===== src/rtl/prime_spi_driver.sv =====
// Host-side SPI front end for the prime detector: serializes a parallel candidate
// MSB-first, toggles the detector ready level, then returns is_prime or a timeout.
module prime_spi_driver #(
    parameter int nbits          = 16,
    parameter int half_period    = 2,
    parameter int timeout_cycles = 65535
) (
    input  logic             clk,
    input  logic             reset,
    input  logic [nbits-1:0] opa,
    input  logic             istream_val,
    output logic             istream_rdy,
    output logic             sdi,
    output logic             sclk,
    output logic             cs_n,
    output logic             ready_tgl,
    input  logic             done,
    input  logic             is_prime,
    output logic             result_prime,
    output logic             result_timeout,
    output logic             ostream_val,
    input  logic             ostream_rdy
);

    localparam int BCW = $clog2(nbits + 1);
    localparam int HCW = (half_period > 1) ? $clog2(half_period) : 1;
    localparam int TCW = (timeout_cycles > 1) ? $clog2(timeout_cycles) : 1;

    localparam logic [BCW-1:0] BIT_INIT = BCW'(nbits);
    localparam logic [BCW-1:0] BIT_ONE  = BCW'(1);
    localparam logic [HCW-1:0] HP_LAST  = HCW'(half_period - 1);
    localparam logic [HCW-1:0] HP_ONE   = HCW'(1);
    localparam logic [HCW-1:0] HP_ZERO  = {HCW{1'b0}};
    localparam logic [TCW-1:0] TMO_LAST = TCW'(timeout_cycles - 1);
    localparam logic [TCW-1:0] TMO_ONE  = TCW'(1);
    localparam logic [TCW-1:0] TMO_ZERO = {TCW{1'b0}};

    typedef enum logic [2:0] {
        S_IDLE   = 3'd0,
        S_SHIFT  = 3'd1,
        S_NOTIFY = 3'd2,
        S_WAIT   = 3'd3,
        S_RESP   = 3'd4
    } state_t;

    state_t           state_q, state_d;
    logic [nbits-1:0] shift_q, shift_d;
    logic [BCW-1:0]   bit_cnt_q, bit_cnt_d;
    logic [HCW-1:0]   ph_cnt_q, ph_cnt_d;
    logic [TCW-1:0]   tmo_cnt_q, tmo_cnt_d;
    logic             sdi_q, sdi_d;
    logic             sclk_q, sclk_d;
    logic             cs_n_q, cs_n_d;
    logic             ready_tgl_q, ready_tgl_d;
    logic             done_q, done_d;
    logic             result_prime_q, result_prime_d;
    logic             result_timeout_q, result_timeout_d;
    logic             ostream_val_q, ostream_val_d;
    logic             istream_rdy_q, istream_rdy_d;
    logic [nbits-1:0] shift_nxt_s;

    assign shift_nxt_s = shift_q << 1;

    // Next-state and next-output logic for the transaction sequencer.
    always_comb begin
        state_d          = state_q;
        shift_d          = shift_q;
        bit_cnt_d        = bit_cnt_q;
        ph_cnt_d         = ph_cnt_q;
        tmo_cnt_d        = tmo_cnt_q;
        sdi_d            = sdi_q;
        sclk_d           = sclk_q;
        cs_n_d           = cs_n_q;
        ready_tgl_d      = ready_tgl_q;
        done_d           = done;
        result_prime_d   = result_prime_q;
        result_timeout_d = result_timeout_q;
        ostream_val_d    = ostream_val_q;
        istream_rdy_d    = 1'b0;

        case (state_q)
            S_IDLE: begin
                if (istream_val && istream_rdy_q) begin
                    shift_d   = opa;
                    bit_cnt_d = BIT_INIT;
                    ph_cnt_d  = HP_ZERO;
                    sdi_d     = opa[nbits-1];
                    sclk_d    = 1'b0;
                    cs_n_d    = 1'b0;
                    state_d   = S_SHIFT;
                end else begin
                    istream_rdy_d = 1'b1;
                end
            end
            S_SHIFT: begin
                // A bit ends after its high phase; the final one closes the frame.
                if (ph_cnt_q == HP_LAST) begin
                    ph_cnt_d = HP_ZERO;
                    if (!sclk_q) begin
                        sclk_d = 1'b1;
                    end else begin
                        sclk_d    = 1'b0;
                        shift_d   = shift_nxt_s;
                        bit_cnt_d = bit_cnt_q - BIT_ONE;
                        if (bit_cnt_q == BIT_ONE) begin
                            cs_n_d      = 1'b1;
                            sdi_d       = 1'b0;
                            ready_tgl_d = ~ready_tgl_q;
                            state_d     = S_NOTIFY;
                        end else begin
                            sdi_d = shift_nxt_s[nbits-1];
                        end
                    end
                end else begin
                    ph_cnt_d = ph_cnt_q + HP_ONE;
                end
            end
            S_NOTIFY: begin
                tmo_cnt_d = TMO_ZERO;
                state_d   = S_WAIT;
            end
            S_WAIT: begin
                // A fresh done edge takes priority over an expiring timeout.
                if (done && !done_q) begin
                    result_prime_d   = is_prime;
                    result_timeout_d = 1'b0;
                    ostream_val_d    = 1'b1;
                    state_d          = S_RESP;
                end else if (tmo_cnt_q == TMO_LAST) begin
                    result_prime_d   = 1'b0;
                    result_timeout_d = 1'b1;
                    ostream_val_d    = 1'b1;
                    state_d          = S_RESP;
                end else begin
                    tmo_cnt_d = tmo_cnt_q + TMO_ONE;
                end
            end
            S_RESP: begin
                if (ostream_rdy) begin
                    ostream_val_d = 1'b0;
                    istream_rdy_d = 1'b1;
                    state_d       = S_IDLE;
                end else begin
                    ostream_val_d = 1'b1;
                end
            end
            default: begin
                sclk_d        = 1'b0;
                cs_n_d        = 1'b1;
                ostream_val_d = 1'b0;
                state_d       = S_IDLE;
            end
        endcase
    end

    // State and output registers with asynchronous reset.
    always_ff @(posedge clk or posedge reset) begin
        if (reset) begin
            state_q          <= S_IDLE;
            shift_q          <= {nbits{1'b0}};
            bit_cnt_q        <= {BCW{1'b0}};
            ph_cnt_q         <= HP_ZERO;
            tmo_cnt_q        <= TMO_ZERO;
            sdi_q            <= 1'b0;
            sclk_q           <= 1'b0;
            cs_n_q           <= 1'b1;
            ready_tgl_q      <= 1'b0;
            done_q           <= 1'b0;
            result_prime_q   <= 1'b0;
            result_timeout_q <= 1'b0;
            ostream_val_q    <= 1'b0;
            istream_rdy_q    <= 1'b0;
        end else begin
            state_q          <= state_d;
            shift_q          <= shift_d;
            bit_cnt_q        <= bit_cnt_d;
            ph_cnt_q         <= ph_cnt_d;
            tmo_cnt_q        <= tmo_cnt_d;
            sdi_q            <= sdi_d;
            sclk_q           <= sclk_d;
            cs_n_q           <= cs_n_d;
            ready_tgl_q      <= ready_tgl_d;
            done_q           <= done_d;
            result_prime_q   <= result_prime_d;
            result_timeout_q <= result_timeout_d;
            ostream_val_q    <= ostream_val_d;
            istream_rdy_q    <= istream_rdy_d;
        end
    end

    assign istream_rdy    = istream_rdy_q;
    assign sdi            = sdi_q;
    assign sclk           = sclk_q;
    assign cs_n           = cs_n_q;
    assign ready_tgl      = ready_tgl_q;
    assign result_prime   = result_prime_q;
    assign result_timeout = result_timeout_q;
    assign ostream_val    = ostream_val_q;

endmodule


===== config.mk =====
export PLATFORM = sky130hd
export DESIGN_NAME = prime_spi_driver
export DESIGN_NICKNAME = d
export VERILOG_FILES = /design/src/rtl/prime_spi_driver.sv
export SDC_FILE = /design/constraint.sdc
export NUM_CORES = 1
export LEC_CHECK = 0
export BUFFER_PORTS_ARGS = -buffer_cell sky130_fd_sc_hd__buf_2
export CAP_MARGIN = 40
export CORE_MARGIN = 2
export CORE_UTILIZATION = 55
export DETAILED_ROUTE_END_ITERATION = 8
export PLACE_DENSITY_LB_ADDON = 0.3
export SLEW_MARGIN = 15
export SYNTH_ARGS = -nofsm -noshare
export SYNTH_HDL_FRONTEND = slang
export SYNTH_SLANG_ARGS = --single-unit

===== constraint.sdc =====
create_clock -name clk -period 2.45 [get_ports clk]
set_input_delay 0.3675 -clock clk [delete_from_list [all_inputs] [get_ports clk]]
set_output_delay 0.3675 -clock clk [all_outputs]
set_load 0.02 [all_outputs]

==> impl_metrics.toml <==
[timing]
finalClockSkew_ns = 0.008184
worst_pin_slew_ns = 0.6120
setup_tns_ns = 0
rsz0062_at_grt = "false"
relSlewSlack_pct = 59.20
hold_viol_final = 0
max_clock_freq_mhz = 483.0
fin_crit_sh_pct = 84.51
period_needed_ns = 2.070
setup_viol = 0
maxSlewViolCount = 0

[final_layout]
multi_input_area_sq_um = 1266
drive_gt1_share_pct = 21.16
num-nets-final = 318
regArea_sq_um = 1227
finalInstanceArea_sq_um = 2924
syn_to_final_growth_pct = 14.06
fillers = 351
num_antenna_cells = 0

[grt]
grt_max_degree = 50
antenna_found_initial = 0
track_usage_pct = 21.48
grt_use_met1_pct = 30.35
grt_use_met2_pct = 34.56
grt.met3_usage_pct = 4.167
busiest_layer = "met2"
grt.overflow.total = 0
grt_pass1_wl_um = 8852
grt_pass1_vias = 1941

[logic_synthesis]
yosys.cell_types.count = 51
syn_area_sq_um = 2564
yosysSeqAreaShare_pct = 47.88
synth_warnings = 0
synth_seq_cells = 49
syn_nets = 287
syn_inst = 261
syn_area_per_cell_sq_um = 9.823

[clocking]
cts_tree = "done"
cts_setup_buffers = 0
cts_resized = 0
h-tree-depth = 2
cts.sinks = 49
clkTransAtPathRegs_ns = 0.09
ctsHoldBuffers = 0
clk_path_buf_depth = 2
worst_skew_pair.late_latency_ns = 0.30
cts-root-buf = "clkbuf_8"
numCtsBuffers = 5

[placed_design]
dp_hpwl_um = 3454
port_buffers = 29
place.gp.congestion = 0.8965
placed_cell_area_sq_um = 2790

[setup_path]
reg2reg_from = "state_q[2]"
crit_path_max_fanout = 12
r2r_cells = 4
r2r_setup_slack_ns = 0.38
crit_required_ns = 2.69
r2r-end = "tmo_cnt_q[15]"
arrival_ns = 2.31
critPathLaunchType = "flop"
timing_worst_setup_path_type = "reg -> reg"
crit_path_end_kind = "flop"

[pwr]
total_power_mw = 3.173
pwr_density_cell_nw_per_um2 = 1085
peakVddDrop_mv = 0.6129
power.leakage_nw = 1.349

[floorplanning]
coreArea_sq_um = 4414
io_pins = 30
die_h_um = 72.28
start_util_pct = 58.08
die_w_um = 72.28
die-area_sq_um = 5224
rows = 24

[drt]
vias = 2086
drtIter0Drc = 152
viasPerCell = 6.046
route.detailed.drc = 0
routed_wl_um = 5046
ant_nets = 0
wl_per_cell_um = 14.63
drt_first_pass_iters = 4

[flow_run]
cap_violations = 0

[min_path]
hold_path.class = "in -> async"

[run_status]
status = "finished, final reports clean"
[per-stage QoR]
stage / setup slack (ns) / utilization, % / hold slack (ns) / instances
after detailed placement: 0.4173 / 63.21 / 0.4647 / 337
after CTS: 0.4165 / 66.24 / 0.1879 / 345
after global placement: 0.4753 / 63.21 / 0.4569 / 337
after global routing: 0.2274 / 66.24 / 0.1985 / 345
final: 0.3795 / 66.24 / 0.2071 / 345
after floorplan: 0.6559 / - / 0.3989 / 261
[critical path: stages, from the launching register on]
cell and delay (ns):
dfrtp_1 0.52, and2b_1 0.37, nand4_1 0.39, or4_1 0.60, a21oi_1 0.14
[cell usage after synthesis (all sizes together)]
cell type | n | area share (%)
nor2b | 2 | 0.49
buf | 7 | 1.3
a22o | 2 | 0.68
o21ai | 22 | 4.3
nor4 | 5 | 1.2
or2 | 4 | 0.98
nor2 | 7 | 1.0
a21o | 1 | 0.29
a41oi | 1 | 0.34
dfstp | 1 | 1.0
and2 | 1 | 0.24
o41ai | 1 | 0.34
or3 | 6 | 1.5
a31oi | 2 | 0.49
dfrtp | 48 | 47
and4 | 2 | 0.73
o22a | 1 | 0.34
ha | 4 | 2.0
inv | 7 | 1.0
nor4b | 3 | 1.0
o2bb2ai | 1 | 0.34
a21oi | 14 | 2.7
nor3 | 3 | 0.59
nand3 | 9 | 1.8
a311oi | 1 | 0.34
or4 | 10 | 3.0
nand4 | 7 | 2.5
and3 | 1 | 0.24
or4b | 1 | 0.54
nor3b | 1 | 0.29
o311ai | 2 | 0.68
mux2i | 19 | 7.4
o31ai | 9 | 2.6
a221o | 1 | 0.39
o21a | 1 | 0.29
or3b | 2 | 0.68
and2b | 1 | 0.29
clkbuf | 6 | 0.88
a32oi | 1 | 0.34
nand2b | 2 | 0.49
o32a | 2 | 0.78
and3b | 1 | 0.34
nand2 | 36 | 5.3
nand3b | 2 | 0.59
xnor2 | 1 | 0.34
[cell families after synthesis]
logic type	count (synthesis)	share of synthesized area, %
AOI/OAI and AO/OA	62	15.33
and+or+nand+nor	106	23.87
DFF	49	47.88
adders and majority gates	4	1.952
xor gates and xnor gates	1	0.3417
buffers and inverters	20	3.221
muxes	19	7.418
[placed cells by master, fill, tap and decap left out, types with 4 or more instances in the layout]
cell type	synthesis	final
buf_2	6	29
a21oi_1	14	14
nor2_1	7	7
dfrtp_1	48	48
inv_1	7	6
or3_1	5	5
or4_1	8	8
nand2_1	36	36
or2_2	4	4
nand4_1	5	5
clkbuf_8	0	5
o31ai_1	9	9
mux2i_1	19	19
nand3_1	9	9
nor4_1	5	5
o21ai_0	22	22
buf_4	0	8
ha_1	4	4
[state kept, by name, indices dropped and copies added (netlist names)]
signal	flops
result_prime	1
result_timeout	1
ph_cnt_q	1
istream_rdy	1
sclk	1
cs_n	1
state_q	3
ready_tgl	1
bit_cnt_q	5
ostream_val	1
shift_q	15
tmo_cnt_q	16
done_q	1
sdi	1
[report_power, final]
part	switching [mW]	internal [mW]
sequential	0.294	1.09
combinational	0.609	0.504
clock	0.268	0.405
[routing by layer]
metal | part of all wire [%] | routed length [um]
met1 | 47 | 2393
met2 | 48 | 2411
met3 | 4.0 | 201
met4 | 0.77 | 39
met5 | 0 | 0
[layout make-up]
class	count	share of cell area, %
tap	52	2.225
clock buffer	5	2.353
clock inverter	3	2.225
sequential	49	41.98
multi-input combinational	192	43.30
timing repair buffer	37	7.018
inverter	7	0.8986
[how the worst max path moves through the flow]
stage                  from       endpoint  slack (ns)
6_report         state_q[2]  tmo_cnt_q[15]        0.38
5_1_grt          state_q[1]  tmo_cnt_q[11]        0.23
4_1_cts          state_q[2]  tmo_cnt_q[15]        0.42
3_5_place_dp     state_q[1]  tmo_cnt_q[15]        0.42
3_3_place_gp     state_q[2]   tmo_cnt_q[5]        0.48
2_1_floorplan  tmo_cnt_q[0]  tmo_cnt_q[15]        0.66
No activity file was read; power rests on OpenSTA's default activity.
